--- src/rtl/seq_coef_mult_pkg.sv ---
// seq_coef_mult_pkg: shared state encoding and default coefficient set for seq_coef_mult.
package seq_coef_mult_pkg;
  typedef enum logic [1:0] {ST_IDLE, ST_CALC, ST_OUT} state_t;
  localparam logic [15:0] DEF_COEFS = {4'd8, 4'd7, 4'd3, 4'd1};
endpackage

--- src/rtl/seq_coef_mult_sa_mult_core.sv ---
// sa_mult_core: bit-serial shift-add datapath; one coefficient bit per step.
module sa_mult_core #(
  parameter int DW = 8,
  parameter int CW = 4
) (
  input  logic             clk,
  input  logic             rst,
  input  logic             start,
  input  logic             clr,
  input  logic             step,
  input  logic [DW-1:0]    d,
  input  logic [CW-1:0]    coef,
  output logic             done,
  output logic [DW+CW-1:0] res
);
  localparam int BW = CW > 1 ? $clog2(CW) : 1;
  logic [DW-1:0]    d_reg_q;
  logic [DW+CW-1:0] acc_q;
  logic [BW-1:0]    bit_cnt_q;
  assign done = bit_cnt_q == BW'(CW - 1);
  // res is the accumulator including the current bit, so the last step's sum is the product
  assign res  = acc_q + (coef[bit_cnt_q] ? ({{CW{1'b0}}, d_reg_q} << bit_cnt_q) : '0);
  always_ff @(posedge clk or negedge rst) begin
    if (!rst) begin
      d_reg_q   <= '0;
      acc_q     <= '0;
      bit_cnt_q <= '0;
    end else if (start) begin
      d_reg_q   <= d;
      acc_q     <= '0;
      bit_cnt_q <= '0;
    end else if (clr) begin
      acc_q     <= '0;
      bit_cnt_q <= '0;
    end else if (step) begin
      acc_q     <= res;
      bit_cnt_q <= bit_cnt_q + 1'b1;
    end
  end
endmodule

--- src/rtl/seq_coef_mult.sv ---
// seq_coef_mult: streams d*COEF[i] for every coefficient, computed bit-serially, valid/ready on both sides.
module seq_coef_mult
  import seq_coef_mult_pkg::*;
#(
  parameter int                   DW    = 8,
  parameter int                   CW    = 4,
  parameter int                   NCOEF = 4,
  parameter logic [NCOEF*CW-1:0]  COEFS = DEF_COEFS,
  localparam int                  OW    = DW + CW,
  localparam int                  IW    = NCOEF > 1 ? $clog2(NCOEF) : 1
) (
  input  logic          clk,
  input  logic          rst,
  input  logic          in_valid,
  output logic          in_ready,
  input  logic [DW-1:0] d,
  output logic          out_valid,
  input  logic          out_ready,
  output logic [OW-1:0] out,
  output logic [IW-1:0] out_idx,
  output logic          out_last
);
  state_t        state_q, state_d;
  logic [IW-1:0] idx_q, idx_d, out_idx_q, out_idx_d;
  logic [OW-1:0] out_q, out_d, res;
  logic          in_ready_q, in_ready_d, out_valid_q, out_valid_d, out_last_q, out_last_d;
  logic          start, clr, step, done;
  sa_mult_core #(.DW(DW), .CW(CW)) u_core (
    .clk  (clk),
    .rst  (rst),
    .start(start),
    .clr  (clr),
    .step (step),
    .d    (d),
    .coef (COEFS[idx_q*CW +: CW]),
    .done (done),
    .res  (res)
  );
  always_comb begin
    state_d     = state_q;
    idx_d       = idx_q;
    in_ready_d  = in_ready_q;
    out_valid_d = out_valid_q;
    out_d       = out_q;
    out_idx_d   = out_idx_q;
    out_last_d  = out_last_q;
    start       = 1'b0;
    clr         = 1'b0;
    step        = 1'b0;
    case (state_q)
      ST_IDLE: if (in_valid && in_ready_q) begin
        start      = 1'b1;
        idx_d      = '0;
        in_ready_d = 1'b0;
        state_d    = ST_CALC;
      end
      ST_CALC: begin
        step = 1'b1;
        if (done) begin
          out_d       = res;
          out_idx_d   = idx_q;
          out_last_d  = idx_q == IW'(NCOEF - 1);
          out_valid_d = 1'b1;
          state_d     = ST_OUT;
        end
      end
      ST_OUT: if (out_ready) begin
        out_valid_d = 1'b0;
        if (out_last_q) begin
          in_ready_d = 1'b1;
          state_d    = ST_IDLE;
        end else begin
          idx_d   = idx_q + 1'b1;
          clr     = 1'b1;
          state_d = ST_CALC;
        end
      end
      default: state_d = ST_IDLE;
    endcase
  end
  always_ff @(posedge clk or negedge rst) begin
    if (!rst) begin
      state_q     <= ST_IDLE;
      idx_q       <= '0;
      in_ready_q  <= 1'b1;
      out_valid_q <= 1'b0;
      out_q       <= '0;
      out_idx_q   <= '0;
      out_last_q  <= 1'b0;
    end else begin
      state_q     <= state_d;
      idx_q       <= idx_d;
      in_ready_q  <= in_ready_d;
      out_valid_q <= out_valid_d;
      out_q       <= out_d;
      out_idx_q   <= out_idx_d;
      out_last_q  <= out_last_d;
    end
  end
  assign in_ready  = in_ready_q;
  assign out_valid = out_valid_q;
  assign out       = out_q;
  assign out_idx   = out_idx_q;
  assign out_last  = out_last_q;
endmodule

--- config.mk ---
export PLATFORM = sky130hd
export DESIGN_NAME = seq_coef_mult
export DESIGN_NICKNAME = d
export VERILOG_FILES = /design/src/rtl/seq_coef_mult_pkg.sv /design/src/rtl/seq_coef_mult_sa_mult_core.sv /design/src/rtl/seq_coef_mult.sv
export SDC_FILE = /design/constraint.sdc
export NUM_CORES = 1
export LEC_CHECK = 0
export BUFFER_PORTS_ARGS = -buffer_cell sky130_fd_sc_hd__buf_2
export CAP_MARGIN = 20
export CORE_MARGIN = 3
export CORE_UTILIZATION = 47
export CTS_CLUSTER_DIAMETER = 150
export DETAILED_ROUTE_END_ITERATION = 7
export PLACE_DENSITY = 0.63
export SYNTH_ARGS = -nofsm -noshare
export SYNTH_HDL_FRONTEND = slang
export SYNTH_HIERARCHICAL = 1
export SYNTH_SLANG_ARGS = --single-unit
--- constraint.sdc ---
create_clock -name clk -period 3.8 [get_ports clk]
set_input_delay 0.57 -clock clk [delete_from_list [all_inputs] [get_ports clk]]
set_output_delay 0.57 -clock clk [all_outputs]
set_load 0.01 [all_outputs]
==> qor.yml, run 1 <==
outcome:
  status: "finished clean"
sta:
  final_max_slew_viol_count: 0
  hold_viol: 0
  setup_tns_ns: 0
  relSlewSlack: 0.375
  worst_slack_ns: 0.573
  hold_ws_ns: 0.412
  finalCritPeriodShare: 0.849
  rsz0062_at_grt: "false"
  fmax_mhz: 310
  setup-violations-final: 0
  worst_slew_pin_slew_ns: 0.937
  clock_skew_ns: 0.00328
  fin_crit_ns: 3.23
floorplan:
  die_h_um: 79.9
  ioPinCount: 29
  start_util: 0.493
  rows: 26
  die_area_um2: 6380
  core_area_um2: 5200
  die_w_um: 79.9
drt:
  routedWlPerCell_um: 15.0
  viasPerCell: 5.44
  first_iter_violations: 48
  ant_nets: 0
  wl_mm: 4.83
  via_count: 1747
  drtPass1Iterations: 4
  drc: 0
critical_path:
  reg2reg_to: "out[10]"
  r2r_start: "u_core/bit_cnt_q[1]"
  reg2reg_slack_ns: 0.57
  crit_path_max_incr_delay_ns: 0.69
  path_delay_family: "compound AO/OA/AOI/OAI gates"
  cp_num_buf_inv: 1
  slowest_stage: "dfrtp_1"
  worstPathCellList: "mux2_2, o21ai_0, buf_4, nor2b_1, ha_1, a21o_1, a21oi_1, a21oi_1, or3_1, and2_2, mux2_4"
  crit_top_cell: "a21oi_1"
  end_kind: "flip-flop"
  critical_path_class: "reg -> reg"
  cp.arrival_ns: 3.41
  worst_setup_path_start_kind: "flip-flop"
  cp_max_fo: 15
  worst_r2r_path_depth: 11
  required_ns: 3.98
global_routing:
  gr-total-overflow: 0
  top_usage_layer: "met2"
  use_met1: 0.243
  antenna_found_initial: 0
  met3_usage: 0.0384
  use_met2: 0.256
  grt_max_degree: 44
  grtUsageTotal: 0.171
  grt_pass1_wl_mm: 8.56
  grt_pass1_vias: 1815
cells_and_area:
  nets: 278
  area_growth_pct: 10.5
  fin_util: 0.545
  drive_gt1_frac: 0.311
  diodes: 0
  fillers: 469
  final_area_um2: 2840
  fin_cells: 321
synthesis:
  synth_top_family_by_area: "multiplexers"
  synth_area_um2: 2560
  ys_ff_latch: 43
  synthXorXnorAreaFrac: 0.0307
  synth_edf_count: 0
  synth.area.top_cells: "dfrtp_1, mux2_2, ha_1, mux2_4, mux4_2"
  synth.mux.area_fraction: 0.174
  synth-async-reset-ratio: 1.00
  yosys.area.top_type: "dfrtp_1"
  synthAdderAreaFrac: 0.0810
  yosys.area_share.simple: 0.104
  avgSynthCellArea_um2: 11.6
  synth_cells: 221
  synth_nets: 249
  yosysSeqAreaShare: 0.420
  synth_top_area_share: 0.410
  synth_compound_area_frac: 0.148
  synth_flop_cell: "dfrtp_1"
  yosys_warnings: 6
  synth.distinct_cells: 46
cts:
  clock_latency_ns: 0.29
  cts_hold_buf: 0
  cts_resized: 0
  cts_tree: "built"
  path_clk_slew_ns: 0.08
  cts_buffer_depth: 2
  cts_root_buffer: "clkbuf_8"
  cts_buffers: 5
  post_cts_buffers: 0
  cts_sinks: 43
  htree_levels: 2
placement:
  io_buffer_count: 28
  place_area_um2: 2750
  dp_cells: 313
  gp_congestion: 0.817
  place_hpwl_mm: 3.54
  pre_cts_ws_ns: 0.608
run:
  drv_cap: 0
power:
  intPower_mw: 0.587
  switching_share: 0.220
  pwr-share-clk: 0.374
  power.leakage_nw: 1.47
  p_per_area_nw_per_um2: 265
  seqPwrFrac: 0.608
  combPwrFrac: 0.019
  finalPower_mw: 0.752
  switchingPower_mw: 0.165
  worst_ir_drop_vdd_mv: 0.176
worst_hold_path:
  hp-class: "in -> async"
-- final cells by class --
cell class,instances,area [um2],share of cell area
clock buffer,5,68.8,0.0243
clock inverter,3,15.0,0.00530
multi-input combinational,157,1380,0.486
timing repair buffer,31,163,0.0574
sequential,43,1080,0.380
inverter,12,45.0,0.0159
tap,70,87.6,0.0309
-- power groups by stage --
stage                     sequential (mW)  clock [mW]  combinational (mW)
after floorplan                     0.466           0            0.000231
after global placement              0.466           0              0.0151
after detailed placement            0.466           0              0.0156
after CTS                           0.457       0.292              0.0154
after global routing                0.457       0.311              0.0170
final                               0.457       0.281              0.0142
-- layer usage --
metal / part of all wire / vias up
li1: - / 869
met1: 0.50 / 843
met2: 0.46 / 33
met3: 0.036 / 2
met4: 0.0056 / 0
met5: 0 / -
-- sequential cells by signal, indices dropped and copies added (netlist names), 2 cells and up --
signal,cells
u_core/d_reg_q,8
state_q,2
u_core/acc_q,12
idx_q,2
out_idx,2
out,12
u_core/bit_cnt_q,2
-- worst max-delay path by stage --
stage,start,cells past startpoint,endpoint
6_report,u_core/bit_cnt_q[1],11,out[10]
5_1_grt,u_core/bit_cnt_q[1],11,out[10]
4_1_cts,u_core/bit_cnt_q[1],11,out[10]
3_5_place_dp,u_core/bit_cnt_q[1],11,out[10]
3_3_place_gp,u_core/bit_cnt_q[1],11,out[10]
2_1_floorplan,idx_q[0],12,out[10]
-- cells in the mapped netlist (4+ instances only) --
master and count:
dfrtp_1 42, mux2_4 9, nor2b_1 4, nor2_1 9, nand3_1 5, ha_1 15, inv_1 12, mux2_2 17
xnor2_1 7, buf_2 5, mux4_2 4, o21ai_0 8, a21oi_1 12, a22o_1 10, nand2_1 11
-- cell families (layout without fill, tap and decap cells) --
family | after synthesis | count (layout)
compound gates | 53 | 53
xor+xnor | 9 | 9
fa+ha+maj | 16 | 16
buf+inv | 21 | 51
flops | 43 | 43
mux | 33 | 33
simple gates | 46 | 46
-- placed cells by master (no fill, tap or decap), types with 3 or more instances in the layout --
cell type,n
mux2i_1,3
buf_4,3
o31ai_1,3
clkbuf_8,5
a21o_1,3
a21oi_1,12
nand2_1,11
mux4_2,4
inv_1,12
dfrtp_1,42
a22o_1,10
clkinv_2,3
a31oi_1,3
o21ai_0,8
ha_1,15
nor2b_1,4
mux2_4,9
mux2_2,17
nor2_1,9
buf_2,28
xnor2_1,7
nand3_1,5
Power figures use the tool's default switching activity.
==> run 2, diff against run 1 <==
Clock period 3.8 ns to 3.2 ns, I/O delays scaled along.
==> run 2 against run 1 <==
First-iteration DRC count increased by 83%. Non-clock buffer count increased by 5. Combinational power increased by 18%. Critical path type unchanged. Highest routed layer unchanged. Critical endpoint is now out[8].
==> qor.yml, run 2 (synthesized netlist as in run 1, its figures left out) <==
sta:
  fin_crit_ns: 3.04  # was 3.23 ns
  worst_slew_pin_slew_ns: 0.925  # was 0.937 ns
  relSlewSlack: 0.383  # was 0.375
  hold_viol: 0  # unchanged
  setup-violations-final: 0  # unchanged
  clock_skew_ns: 0.0101  # was 0.00328 ns
  final_max_slew_viol_count: 0  # unchanged
  fmax_mhz: 329  # was 310 MHz
  finalCritPeriodShare: 0.951  # was 0.849
  worst_slack_ns: 0.156  # was 0.573 ns
  setup_tns_ns: 0  # unchanged
placement:
  gp_congestion: 0.844  # was 0.817
  place_hpwl_mm: 3.54  # about the same
  io_buffer_count: 28  # unchanged
  pre_cts_ws_ns: 0.0441  # was 0.608 ns
power:
  combPwrFrac: 0.017  # was 0.019
  pwr-share-clk: 0.441  # was 0.374
  switchingPower_mw: 0.201  # was 0.165 mW
  intPower_mw: 0.800  # was 0.587 mW
  power.leakage_nw: 1.50  # was 1.47 nW
  seqPwrFrac: 0.542  # was 0.608
  switching_share: 0.201  # was 0.220
  worst_ir_drop_vdd_mv: 0.209  # was 0.176 mV
  p_per_area_nw_per_um2: 336  # was 265 nW/um2
cells_and_area:
  drive_gt1_frac: 0.379  # was 0.311
  fin_util: 0.572  # was 0.545
  fillers: 476  # was 469
  area_growth_pct: 16.1  # was 10.5%
  final_cell_mix: "dfrtp_1, buf_2, mux2_2, ha_1, nand2_1"  # was dfrtp_1, buf_2, mux2_2, ha_1
  final_common_cell: "dfrtp_1"  # unchanged
  diodes: 0  # unchanged
  nets: 283  # was 278
critical_path:
  worst_r2r_path_depth: 15  # was 11
  end_kind: "flip-flop"  # unchanged
  crit_path_max_incr_delay_ns: 0.43  # was 0.69 ns
  critical_path_class: "reg -> reg"  # unchanged
  worst_setup_path_start_kind: "flip-flop"  # unchanged
  required_ns: 3.40  # was 3.98 ns
  worstPathCellList: "inv_2, ha_4, inv_2, mux2i_1, nand2_1, o21ai_1, buf_4, nor2_2, ha_1, and2b_2, o2111ai_4, a21oi_2, or3_4, and2_4, mux2_4"  # was mux2_2, o21ai_0, buf_4, nor2b_1, ha_1, a21o_1, a21oi_1, a21oi_1, or3_1, and2_2, mux2_4
  cp_max_fo: 7  # was 15
  cp.arrival_ns: 3.24  # was 3.41 ns
  crit_top_cell: "inv_2"  # was a21oi_1
  reg2reg_slack_ns: 0.16  # was 0.57 ns
  r2r_start: "idx_q[0]"  # was u_core/bit_cnt_q[1]
  slowest_stage: "dfrtp_1"  # unchanged
  reg2reg_to: "out[8]"  # was out[10]
cts:
  cts_sinks: 43  # unchanged
  cts_buffers: 5  # unchanged
  cts_buffer_depth: 2  # unchanged
  htree_levels: 2  # unchanged
  cts_tree: "built"  # unchanged
  clock_latency_ns: 0.30  # was 0.29 ns
  cts_root_buffer: "clkbuf_8"  # unchanged
  path_clk_slew_ns: 0.09  # was 0.08 ns
  cts_hold_buf: 0  # unchanged
run:
  drv_cap: 0  # unchanged
drt:
  routedWlPerCell_um: 15.4  # was 15.0 um
  viasPerCell: 5.52  # was 5.44
  ant_nets: 0  # unchanged
  wl_mm: 5.01  # was 4.83 mm
  via_count: 1801  # was 1,747
  drtPass1Iterations: 4  # unchanged
  first_iter_violations: 88  # was 48
  drc: 0  # unchanged
worst_hold_path:
  hp-class: "in -> async"  # unchanged
floorplan:
  die_area_um2: 6380  # unchanged
  die_h_um: 79.9  # unchanged
  die_w_um: 79.9  # unchanged
  core_area_um2: 5200  # unchanged
  rows: 26  # unchanged
  start_util: 0.493  # unchanged
  ioPinCount: 29  # unchanged
global_routing:
  grtUsageTotal: 0.175  # was 0.171
  grt_pass1_vias: 1772  # was 1,815
  antenna_found_initial: 0  # unchanged
  grt_max_degree: 44  # unchanged
  grt_pass1_wl_mm: 8.55  # was 8.56 mm
  gr-total-overflow: 0  # unchanged
outcome:
  status: "finished clean"  # unchanged
run 2: changes by cell type in the layout (fill, tap and decap cells not counted), sizes merged:
cell	change
clkinv	-2
clkbuf	+1
buf	+5
bufinv	+1
run 2: metrics by stage:
stage | total power [mW] | cell area [um2] | instances | hold WS [ns]
floorplan | 0.554 | 2560 | 221 | 0.184
global placement | 0.572 | 2770 | 315 | 0.483
detailed placement | 0.572 | 2770 | 315 | 0.488
CTS | 1.01 | 2880 | 323 | 0.355
global route | 1.04 | 2980 | 326 | 0.395
finish | 1.00 | 2980 | 326 | 0.306
run 2: power by group through the flow:
stage | logic, mW | registers [mW] | clock network, mW
CTS | 0.0183 | 0.543 | 0.450
global route | 0.0206 | 0.543 | 0.472
finish | 0.0168 | 0.543 | 0.441
global placement | 0.0181 | 0.554 | 0
floorplan | 0.000274 | 0.554 | 0
detailed placement | 0.0184 | 0.554 | 0
run 2: per-layer routing:
layer,global-route usage,vias to the layer above,routed length [um]
li1,-,881,-
met1,0.239,868,2380
met2,0.269,42,2290
met3,0.0350,10,219
met4,0.0760,0,116
met5,0,-,0
run 2: final cells by class:
cell class	instances	area (um2)	share of cell area
clock buffer	6	82.6	0.0277
clock inverter	2	35.0	0.0118
inverter	12	45.0	0.0151
multi-input combinational	157	1450	0.487
sequential	43	1080	0.362
tap	70	87.6	0.0294
timing repair buffer	36	200	0.0672
run 2: worst max-delay path: cells and delay by family (launching register included):
| family | cells | cell delay, ns |
|---|---|---|
| muxes | 2 | 0.36 |
| DFF | 1 | 0.43 |
| and+or+nand+nor | 5 | 0.89 |
| AOI/OAI and AO/OA | 3 | 0.41 |
| buffers and inverters | 3 | 0.27 |
| adders and majority gates | 2 | 0.58 |
run 2: worst max-delay path by stage:
stage             start  endpoint  slack [ns]  cells after the start
2_1_floorplan  idx_q[0]   out[10]        0.08                     12
3_3_place_gp   idx_q[0]    out[8]        0.09                     15
3_5_place_dp   idx_q[0]    out[8]        0.04                     15
4_1_cts        idx_q[0]    out[8]        0.02                     15
5_1_grt        idx_q[0]    out[8]      -0.007                     15
6_report       idx_q[0]    out[8]        0.16                     15
run 2: timing repair:
| action | CTS | global route |
|---|---|---|
| buffers inserted | 0 | 3 |
| resized for setup | 0 | 18 |
| setup endpoints to repair | 0 | 4 |
